## src/rtl/pipe_ctrl.sv

```systemverilog
// Pipeline control for the 5-stage core: sequences multi-cycle MUL/DIV in EX,
// merges stall requests into one per-stage hold vector, forwards flushes.
module pipe_ctrl #(
  parameter int MUL_CYCLES = 4,
  parameter int DIV_CYCLES = 33,
  parameter int CNT_W      = 6
) (
  input  logic             clk,
  input  logic             rst,
  input  logic             stallreq_id_i,
  input  logic             stallreq_mem_i,
  input  logic             mc_start_i,
  input  logic             mc_op_i,
  input  logic             flush_i,
  output logic [5:0]       stall_o,
  output logic             flush_o,
  output logic             mc_busy_o,
  output logic             mc_done_o,
  output logic             mc_op_o,
  output logic [CNT_W-1:0] mc_cnt_o,
  output logic [31:0]      stall_cnt_o
);

  localparam logic [1:0] S_IDLE = 2'd0;
  localparam logic [1:0] S_RUN  = 2'd1;
  localparam logic [1:0] S_DONE = 2'd2;

  localparam logic [CNT_W-1:0] MUL_LEN = CNT_W'(MUL_CYCLES);
  localparam logic [CNT_W-1:0] DIV_LEN = CNT_W'(DIV_CYCLES);
  localparam logic [CNT_W-1:0] CNT_ONE = CNT_W'(1);

  localparam logic [5:0] HOLD_MEM = 6'b011111;
  localparam logic [5:0] HOLD_EX  = 6'b001111;
  localparam logic [5:0] HOLD_ID  = 6'b000111;

  logic [1:0]       r_state;
  logic [1:0]       w_state_nxt;
  logic [CNT_W-1:0] r_cnt;
  logic [CNT_W-1:0] w_cnt_nxt;
  logic             r_op;
  logic             w_op_nxt;
  logic [31:0]      r_stall_cnt;
  logic             w_ex_req;
  logic [5:0]       w_stall;

  // A MEM stall freezes the whole pipe, so the sequencer neither starts,
  // counts down nor retires while it is asserted.
  always_comb begin
    // NOTE: every combinational output gets a default first so no path leaves it unassigned (no latch).
    w_state_nxt = r_state;
    w_cnt_nxt   = r_cnt;
    w_op_nxt    = r_op;
    if (flush_i) begin
      w_state_nxt = S_IDLE;
      w_cnt_nxt   = '0;
    end else begin
      case (r_state)
        S_IDLE: begin
          if (mc_start_i && !stallreq_mem_i) begin
            w_state_nxt = S_RUN;
            w_cnt_nxt   = mc_op_i ? DIV_LEN : MUL_LEN;
            w_op_nxt    = mc_op_i;
          end
        end
        S_RUN: begin
          if (!stallreq_mem_i) begin
            w_cnt_nxt = r_cnt - CNT_ONE;
            if (r_cnt == CNT_ONE) begin
              w_state_nxt = S_DONE;
            end
          end
        end
        S_DONE: begin
          // mc_start_i is still high from the retiring op here; ignore it.
          if (!stallreq_mem_i) begin
            w_state_nxt = S_IDLE;
          end
        end
        default: begin
          w_state_nxt = S_IDLE;
          w_cnt_nxt   = '0;
        end
      endcase
    end
  end

  assign w_ex_req = ((r_state == S_IDLE) && mc_start_i) || (r_state == S_RUN);

  always_comb begin
    w_stall = '0;
    if (rst || flush_i) begin
      w_stall = '0;
    end else if (stallreq_mem_i) begin
      w_stall = HOLD_MEM;
    end else if (w_ex_req) begin
      w_stall = HOLD_EX;
    end else if (stallreq_id_i) begin
      w_stall = HOLD_ID;
    end
  end

  always_ff @(posedge clk) begin
    // NOTE: sequential state uses non-blocking assignments so every register samples pre-edge values.
    if (rst) begin
      r_state <= S_IDLE;
      r_cnt   <= '0;
      r_op    <= 1'b0;
    end else begin
      r_state <= w_state_nxt;
      r_cnt   <= w_cnt_nxt;
      r_op    <= w_op_nxt;
    end
  end

  // Performance counter sticks at all-ones rather than wrapping.
  always_ff @(posedge clk) begin
    if (rst) begin
      r_stall_cnt <= '0;
    end else if ((w_stall != 6'b000000) && (r_stall_cnt != 32'hFFFF_FFFF)) begin
      r_stall_cnt <= r_stall_cnt + 32'd1;
    end
  end

  assign stall_o     = w_stall;
  assign flush_o     = !rst && flush_i;
  assign mc_busy_o   = !rst && (r_state == S_RUN);
  assign mc_done_o   = !rst && (r_state == S_DONE);
  assign mc_op_o     = r_op;
  assign mc_cnt_o    = r_cnt;
  assign stall_cnt_o = r_stall_cnt;

endmodule

```

## config.mk

```make
export PLATFORM = sky130hd
export DESIGN_NAME = pipe_ctrl
export DESIGN_NICKNAME = d
export VERILOG_FILES = /design/src/rtl/pipe_ctrl.sv
export SDC_FILE = /design/constraint.sdc
export NUM_CORES = 1
export LEC_CHECK = 0
export ABC_AREA = 1
export BUFFER_PORTS_ARGS = -buffer_cell sky130_fd_sc_hd__buf_2
export CORE_MARGIN = 1.5
export CORE_UTILIZATION = 42
export CTS_CLUSTER_DIAMETER = 50
export DETAILED_ROUTE_END_ITERATION = 7
export GPL_ROUTABILITY_DRIVEN = 0
export HOLD_SLACK_MARGIN = 0.1
export PLACE_DENSITY = 0.78
export SLEW_MARGIN = 10
export SYNTH_ARGS = -nofsm -noshare
export SYNTH_HDL_FRONTEND = slang
export SYNTH_SLANG_ARGS = --single-unit
```

## constraint.sdc

```tcl
create_clock -name clk -period 1.63 [get_ports clk]
set_input_delay 0.163 -clock clk [delete_from_list [all_inputs] [get_ports clk]]
set_output_delay 0.163 -clock clk [all_outputs]
set_load 0.01 [all_outputs]
```

# ---- Word-level counts from Yosys, hierarchy flattened
# Cells that the tools add are included.
dict set report word_totals {
  regBits 41
  input_bits 7
  out_inout_bits 48
  wordCells 45
}
dict set report op_classes {
  n_addsub 2
  n_eq_ne 8
  n_mux 13
  bitwise_logic 2
  reduce_logical 16
}
# op n
set ops {}
lappend ops {{32-bit by 1-bit adder with 32-bit output (second input constant)} 1}
lappend ops {{32-bit != test (second input constant)} 1}
lappend ops {{6-bit 2-to-1 mux} 3}
lappend ops {{6-bit case mux with 3 select lines} 1}
lappend ops {{5-bit 2-to-1 mux} 2}
lappend ops {{2-bit 2-to-1 mux} 4}
lappend ops {{2-bit != test (second input constant)} 4}
lappend ops {{6-bit by 1-bit equality test with 1-bit output (second input constant)} 1}
lappend ops {{1-bit logical AND} 6}
lappend ops {{2-bit case mux with 3 select lines} 1}
lappend ops {{3-bit AND reduction} 2}
lappend ops {{6-bit nonzero test} 1}
lappend ops {{6-bit by 1-bit subtractor with 6-bit output (second input constant)} 1}
lappend ops {{4-bit 2-to-1 mux} 1}
lappend ops {{4-bit AND reduction} 1}
lappend ops {{3-bit 2-to-1 mux} 1}
lappend ops {{2-bit by 1-bit equality test with 1-bit output (second input constant)} 1}
lappend ops {{2-bit equality test (second input constant)} 1}
lappend ops {{1-bit logical NOT} 2}
lappend ops {{2-bit logical NOT} 1}
lappend ops {{1-bit logical OR} 2}
lappend ops {{1-bit inverter} 2}
lappend ops {{2-bit OR reduction} 1}

# ---- Logic depth before layout (Yosys ltp)
# Gate-level depths: netlist (run 1).
dict set report depth {
  depth_word 8
  depth_mapped 11
  ltp_nobuf 10
}

# ---- Worst setup path before layout (run 1)
# Ideal clock, no wire load.
dict set report synth_path {
  path_kind {register to register}
  start {reg r_stall_cnt[1] (netlist: stall_cnt_o[1])}
  end {reg r_stall_cnt[11] (netlist: stall_cnt_o[11])}
  setup_time_ns 0.143
  arrival_ns 1.641
  required_time_ns 1.487
  path_slack_ns -0.154
  stages_incl_launch_ff 12
  n_path_buf 1
  synth_period_minus_slack_ns 1.784
  cell_sequence {dfxtp_1 > ha_1 > inv_2 > nor2_2 > nand2_4 > nor2_8 > nand2_4 > nand2_8 > inv_6 > buf_6 > nand2_2 > a21oi_2}
}
dict set report synth_between {
  elab_chain_len 2
  elab_cells_between_ends 3
  cone_classes {add/sub (1); eq/ne (1); reduce/logical (1)}
}
# item line
set synth_rtl {}
lappend synth_rtl {{start: declaration} 42} ;# logic [31:0] r_stall_cnt;
lappend synth_rtl {{start signal: assignment} 120} ;# r_stall_cnt <= r_stall_cnt + 32'd1;
lappend synth_rtl {{parallel branches: the longest is 2 deep, another holds 32-bit by 1-bit adder with 32-bit output} --}
# Parallel ways; which one is timed is not known.
# A chain may end at the register's enable or synchronous reset.

# ---- Worst setup path after layout (run 1)
dict set report layout_path {
  start {reg r_stall_cnt[5] (netlist: stall_cnt_o[5])}
  end {reg r_stall_cnt[9] (netlist: stall_cnt_o[9])}
}
# Same word-level chain as after synthesis.

==> results.cfg, run 1 <==
[status]
status = complete, but fails checks
failed_checks = design-rule violations

[timing]
final_hold_viol_count = 0
period_share_pct = 99.0
finalCriticalPeriod_ns = 1.61
fin_ws_ns = 0.0170
fmax_mhz = 620
skew_ns = 0.00748
tns_ns = 0
final-max-slew-violation-count = 0
setup_viol = 0

[placed_design]
placed_area_um2 = 3380
dpl.hpwl_mm = 5.72
io_buffers = 53
pre_cts_ws_ns = 0.00299

[die]
rows = 29
die_h_um = 85.1
die_x_um = 85.1
initial_core_util_pct = 44.1
dieArea_um2 = 7240
core_area_um2 = 6420
io-pin-count = 55

[clock_tree]
clock_sinks = 41
h-tree-depth = 2
path_clk_slew_ns = 0.09
cts_tree = yes
numCtsBuffers = 5
clock_latency_ns = 0.30
cts.path.max_buffers = 2
clockRootBuffer = clkbuf_8

[job]
drv_cap = 0

[final_layout]
finalCoreUtilization_pct = 57.2
n_antenna_cell = 0
drive_above_1_share_pct = 35.2
nFillCells = 577
nets = 546
fin_area_um2 = 3680
synthToLayoutAreaGrowth_pct = 29.9

[power_and_ir_drop]
combPwrFrac_pct = 13.8
switching_share_pct = 29.1
internal_power_mw = 1.42
power_frac_seq_pct = 51.5
p_sw_mw = 0.582
ir_worst_vdd_v = 0.000369
pwr-share-clk_pct = 34.7
p_leak_nw = 1.58
power_density_nw_per_um2 = 544
total_power_mw = 2.00

[route]
wl_per_cell_um = 12.8
vias = 3086
first_pass_iters = 7
postRouteAntennaNets = 0
drc_errors = 3
via_per_inst = 5.03
drt-initial-drc-count = 213
routed_wl_mm = 7.83

[yosys]
yosys_warnings = 0
ys_ff_latch = 41
yosys.area.top_type_share_pct = 29.0
synth_enable_flop_cells = 0
synth_top_flop_cell = dfxtp_1
netlist_area_um2 = 2830
synth_top_cell_by_area = dfxtp_1
synthArstFlopShare_pct = 0
synth_common_cells = 142 x nand2_1, 62 x nor2_1, 45 x inv_1
yosysUniqueCellTypes = 35
ys_top_cells_by_area = dfxtp_1 29%, nand2_1 19%, nor2_1 8.2%, a21oi_2 6.2%, inv_1 6.0%
syn_nets = 450
synth_most_common_cell = nand2_1
syn-instance-count = 440
postSynthAreaPerCell_um2 = 6.43
synth_seq_area_share_pct = 29.0

[critical_path]
cp.arrival_ns = 1.84
start_kind = flop
path_max_fanout = 8
critPathKind = flop to flop
crit_required_ns = 1.86
endpoint_kind = flop

[global_routing]
grt_max_degree = 31
grt_pass1_wl_mm = 12.3
track_usage_pct = 20.6
grt-ovfl-total = 0
antenna_found_initial = 0
grt_pass1_vias = 2762

[min_path]
hp-class = input pin to flop
==> state kept, by name (all words and copies together) (netlist names) <==
signal / count
mc_op_o: 1
stall_cnt_o: 32
r_state: 2
mc_cnt_o: 6
==> cell usage in the layout (no fill, tap or decap), types with 4 or more instances in the layout <==
| master | count |
|---|---|
| clkbuf_8 | 5 |
| xor2_1 | 7 |
| nand4_1 | 6 |
| dfxtp_4 | 4 |
| nand2_1 | 141 |
| nor2_2 | 8 |
| dfxtp_2 | 7 |
| nor2_4 | 5 |
| o21ai_0 | 10 |
| buf_2 | 53 |
| a21oi_1 | 9 |
| nand3_1 | 26 |
| inv_1 | 44 |
| nor2_1 | 58 |
| buf_4 | 43 |
| xnor2_1 | 7 |
| a21oi_2 | 20 |
| dfxtp_1 | 30 |
| nand2_2 | 20 |
==> through the flow <==
step	std cells	hold slack [ns]
after floorplan	440	0.331
after global placement	594	0.448
after detailed placement	594	0.483
after CTS	602	0.162
after global routing	614	0.187
final	614	0.158
==> what timing repair did <==
action	in CTS	in global routing
hold buffers	0	0
resized for setup	6	24
pin swaps	0	8
buffers inserted	0	10
setup endpoints to repair	7	35
cloned	0	2
==> cell families (layout without fill, tap and decap cells) <==
logic type      count (synthesis)  after routing  synth area share, %
flops                          41             41                 29.0
other cells                     1              1                0.132
buf+inv                        58            154                 9.99
simple gates                  279            280                 44.3
xor+xnor                       14             14                 4.33
fa+ha+maj                       3              3                 1.33
compound gates                 44             44                 10.9
==> worst max-delay path, cell delays in order, from the launching register on <==
cell and delay (ns):
dfxtp_1 0.39, nand2_1 0.13, nor2_4 0.19, nand2_4 0.12, nor2_8 0.14, nand2_8 0.09, nand2_8 0.14, clkbuf_16 0.17
nand2_1 0.06, a21oi_2 0.12
==> layout make-up <==
cell class	count	area (µm²)	share of cell area, %
tap	77	96.3	2.62
sequential	41	845	23.0
timing repair buffer	99	644	17.5
inverter	47	184	5.00
multi-input combinational	342	1820	49.4
clock buffer	5	68.8	1.87
clock inverter	3	22.5	0.613
==> power by group through the flow <==
stage                     clock [mW]  combinational, mW  sequential, mW
after CTS                      0.702              0.241            1.03
after detailed placement           0              0.237            1.06
after global routing           0.752              0.301            1.03
final                          0.694              0.276            1.03
after global placement             0              0.230            1.06
after floorplan                    0              0.186            1.06
==> layer usage <==
layer  GRT usage (%)  wire [µm]  vias to the layer above
li1                -          -                     1569
met1            26.9       3450                     1405
met2            35.4       3770                       96
met3            2.82        447                       16
met4            5.81        162                        0
met5               0          0                        -
==> path summary, 6_finish.rpt <==
kind	start	to	slack, ns	cells after the start
hold / removal	mc_op_i	mc_op_o$_SDFFE_PP0P_	0.16	3
hold reg to reg	stall_cnt_o[4]$_SDFFE_PP0P_	stall_cnt_o[4]$_SDFFE_PP0P_	0.51	2
setup / recovery	stall_cnt_o[5]$_SDFFE_PP0P_	stall_cnt_o[9]$_SDFFE_PP0P_	0.02	9
setup reg to reg	stall_cnt_o[5]$_SDFFE_PP0P_	stall_cnt_o[9]$_SDFFE_PP0P_	0.02	9
Power figures use the tool's default switching activity.
==> inputs of run 2 (changes only) <==
--- a/config.mk
+++ b/config.mk
@@ -5,15 +5,14 @@
 export SDC_FILE = /design/constraint.sdc
 export NUM_CORES = 1
 export LEC_CHECK = 0
-export ABC_AREA = 1
 export BUFFER_PORTS_ARGS = -buffer_cell sky130_fd_sc_hd__buf_2
 export CORE_MARGIN = 1.5
-export CORE_UTILIZATION = 42
+export CORE_UTILIZATION = 48
 export CTS_CLUSTER_DIAMETER = 50
 export DETAILED_ROUTE_END_ITERATION = 7
 export GPL_ROUTABILITY_DRIVEN = 0
 export HOLD_SLACK_MARGIN = 0.1
-export PLACE_DENSITY = 0.78
+export PLACE_DENSITY = 0.88
 export SLEW_MARGIN = 10
 export SYNTH_ARGS = -nofsm -noshare
 export SYNTH_HDL_FRONTEND = slang
==> results.cfg, run 2 <==
[status]
status = complete, but fails checks
failed_checks = negative setup slack

[placed_design]
dpl.hpwl_mm = 4.85
placed_area_um2 = 3080
io_buffers = 53
pre_cts_ws_ns = -0.279
dpl.cell_count = 439

[clock_tree]
clock_sinks = 41
cts.path.max_buffers = 2
cts_tree = yes
path_clk_slew_ns = 0.08
ctsHoldBuffers = 0
clockRootBuffer = clkbuf_8
numCtsBuffers = 5
clock_latency_ns = 0.30
h-tree-depth = 2

[yosys]
synth_enable_flop_cells = 0
synth_compound_area_share_pct = 19.7
synth_most_common_cell = dfxtp_1
ys_top_cells_by_area = dfxtp_1 37%, a21oi_1 7.8%, nand3_1 4.5%, nor2_1 4.0%, or4_1 4.0%
yosys.area.top_type_share_pct = 36.8
postSynthAreaPerCell_um2 = 7.92
synthArstFlopShare_pct = 0
ys_ff_latch = 41
yosys_warnings = 0
synthAdderAreaFrac_pct = 1.68
syn-instance-count = 282
synth_top_cell_by_area = dfxtp_1
synth-simple-area-share_pct = 32.5
synthMuxAreaShare_pct = 1.85
synth_common_cells = 41 x dfxtp_1, 35 x a21oi_1, 24 x nor2_1
synth_seq_area_share_pct = 36.8
yosysUniqueCellTypes = 47
netlist_area_um2 = 2230
syn_nets = 292
synth_top_flop_cell = dfxtp_1
synth_xor_xnor_area_share_pct = 1.18
synth_top_family_by_area = simple AND/OR/NAND/NOR gates

[critical_path]
critPathKind = flop to flop
cp_num_buf_inv = 3
path_max_fanout = 3
crit_required_ns = 1.86
r2r_start = stall_cnt_o[1]$_SDFFE_PP0P_
path_common_cell = buf_4
cpMaxStageDelayCell = or4_4
start_kind = flop
cp.arrival_ns = 2.16
critPathTopFamily = simple AND/OR/NAND/NOR gates
r2r-end = stall_cnt_o[8]$_SDFFE_PP0P_
endpoint_kind = flop
max_stage_delay_ns = 0.51
worstRegToRegCells = 7
path_cells = ha_4 > buf_4 > nand4_1 > buf_4 > buf_4 > or4_4 > a21oi_1
rrSetupSlack_ns = -0.30

[timing]
worst_hold_slack_ns = 0.133
rsz0062_at_grt = yes
final-max-slew-violation-count = 0
period_share_pct = 119
tns_ns = -6.32
final_hold_viol_count = 0
fin_ws_ns = -0.304
setup_viol = 35
finalCriticalPeriod_ns = 1.93
fmax_mhz = 517
skew_ns = 0.00388

[route]
vias = 2944
postRouteAntennaNets = 0
routed_wl_mm = 8.54
via_per_inst = 6.29
wl_per_cell_um = 18.2
first_pass_iters = 6
drc_errors = 0
drt-initial-drc-count = 254

[global_routing]
grt_use_met1_pct = 36.4
track_usage_pct = 32.6
grt_pass1_vias = 2836
grt_max_degree = 38
grt-ovfl-total = 0
grt_pass1_wl_mm = 13.3
grt_util_met2_pct = 58.1
grt.busiest_layer = met2
gr-usage-met3_pct = 7.69
antenna_found_initial = 0

[min_path]
hp-class = input pin to flop
min_path_cells = 3
hp-start = mc_op_i
whs_endpoint = mc_op_o$_SDFFE_PP0P_

[final_layout]
most-common-layout-cells = 75 x buf_4, 50 x buf_2, 29 x a21oi_1
nets = 425
synthToLayoutAreaGrowth_pct = 64.3
finalCoreUtilization_pct = 83.1
n_antenna_cell = 0
drive_above_1_share_pct = 54.3
layout.cells.non_filler = 468
largest_reg_flops = 32
nFillCells = 226
final_common_cell = buf_4
fin_area_um2 = 3670

[die]
dieArea_um2 = 5070
die_x_um = 71.2
core_area_um2 = 4410
io-pin-count = 55
rows = 24
initial_core_util_pct = 50.6
die_h_um = 71.2

[power_and_ir_drop]
total_power_mw = 2.01
power_density_nw_per_um2 = 548
ir_worst_vdd_v = 0.000429
p_leak_nw = 1.51

[job]
drv_cap = 0
[run 2: cell count changes after synthesis, sizes merged, moves of 12 or more]
| cell | delta |
|---|---|
| o31ai | +12 |
| nand2 | -149 |
| or3 | +13 |
| inv | -38 |
| nor2 | -48 |
| or4 | +12 |
[run 2: what timing repair did]
| item | CTS | global route |
|---|---|---|
| buffers inserted | 13 | 7 |
| gates cloned | 3 | 0 |
| setup endpoints to repair | 35 | 35 |
| pin swaps | 26 | 14 |
| resized for setup | 51 | 37 |
[run 2: worst min-delay path: stages]
cell	delay, ns
buf_2	0.10
mux2i_1	0.07
nor2_1	0.08
[run 2: kinds of logic after synthesis]
| logic type | after synthesis |
|---|---|
| adders and majority gates | 3 |
| and+or+nand+nor | 129 |
| buffers and inverters | 27 |
| AOI/OAI and AO/OA | 74 |
| other | 1 |
| muxes | 4 |
| DFF | 41 |
| xor gates and xnor gates | 3 |
[run 2: layer usage]
metal | up-vias | wire, µm
li1 | 1319 | -
met1 | 1405 | 3280
met2 | 171 | 4320
met3 | 49 | 570
met4 | 0 | 372
met5 | - | 0
[run 2: worst max-delay path by stage]
stage / depth (start not counted) / start / endpoint / slack (ns)
after floorplan: 7 / stall_cnt_o[1]$_SDFFE_PP0P_ / stall_cnt_o[19]$_SDFFE_PP0P_ / -0.26
after global placement: 7 / stall_cnt_o[15]$_SDFFE_PP0P_ / stall_cnt_o[23]$_SDFFE_PP0P_ / -0.22
after detailed placement: 6 / stall_cnt_o[6]$_SDFFE_PP0P_ / stall_cnt_o[24]$_SDFFE_PP0P_ / -0.28
after CTS: 6 / stall_cnt_o[1]$_SDFFE_PP0P_ / stall_cnt_o[24]$_SDFFE_PP0P_ / -0.24
after global routing: 6 / stall_cnt_o[1]$_SDFFE_PP0P_ / stall_cnt_o[28]$_SDFFE_PP0P_ / -0.33
final: 7 / stall_cnt_o[1]$_SDFFE_PP0P_ / stall_cnt_o[8]$_SDFFE_PP0P_ / -0.30
[run 2: cell type report]
| type | instances | area, µm² | share of cell area, % |
|---|---|---|---|
| clock buffers | 7 | 108 | 2.93 |
| clock inverters | 1 | 7.51 | 0.205 |
| inverters | 9 | 36.3 | 0.989 |
| multi-input cells | 216 | 1570 | 42.7 |
| flip-flops and latches | 41 | 882 | 24.0 |
| well taps | 52 | 65.1 | 1.77 |
| repair buffers | 142 | 1000 | 27.4 |
[run 2: report_power, final]
group	switching (mW)	internal (mW)
Clock	0.378	0.436
Sequential	0.00809	0.990
Combinational	0.109	0.0875
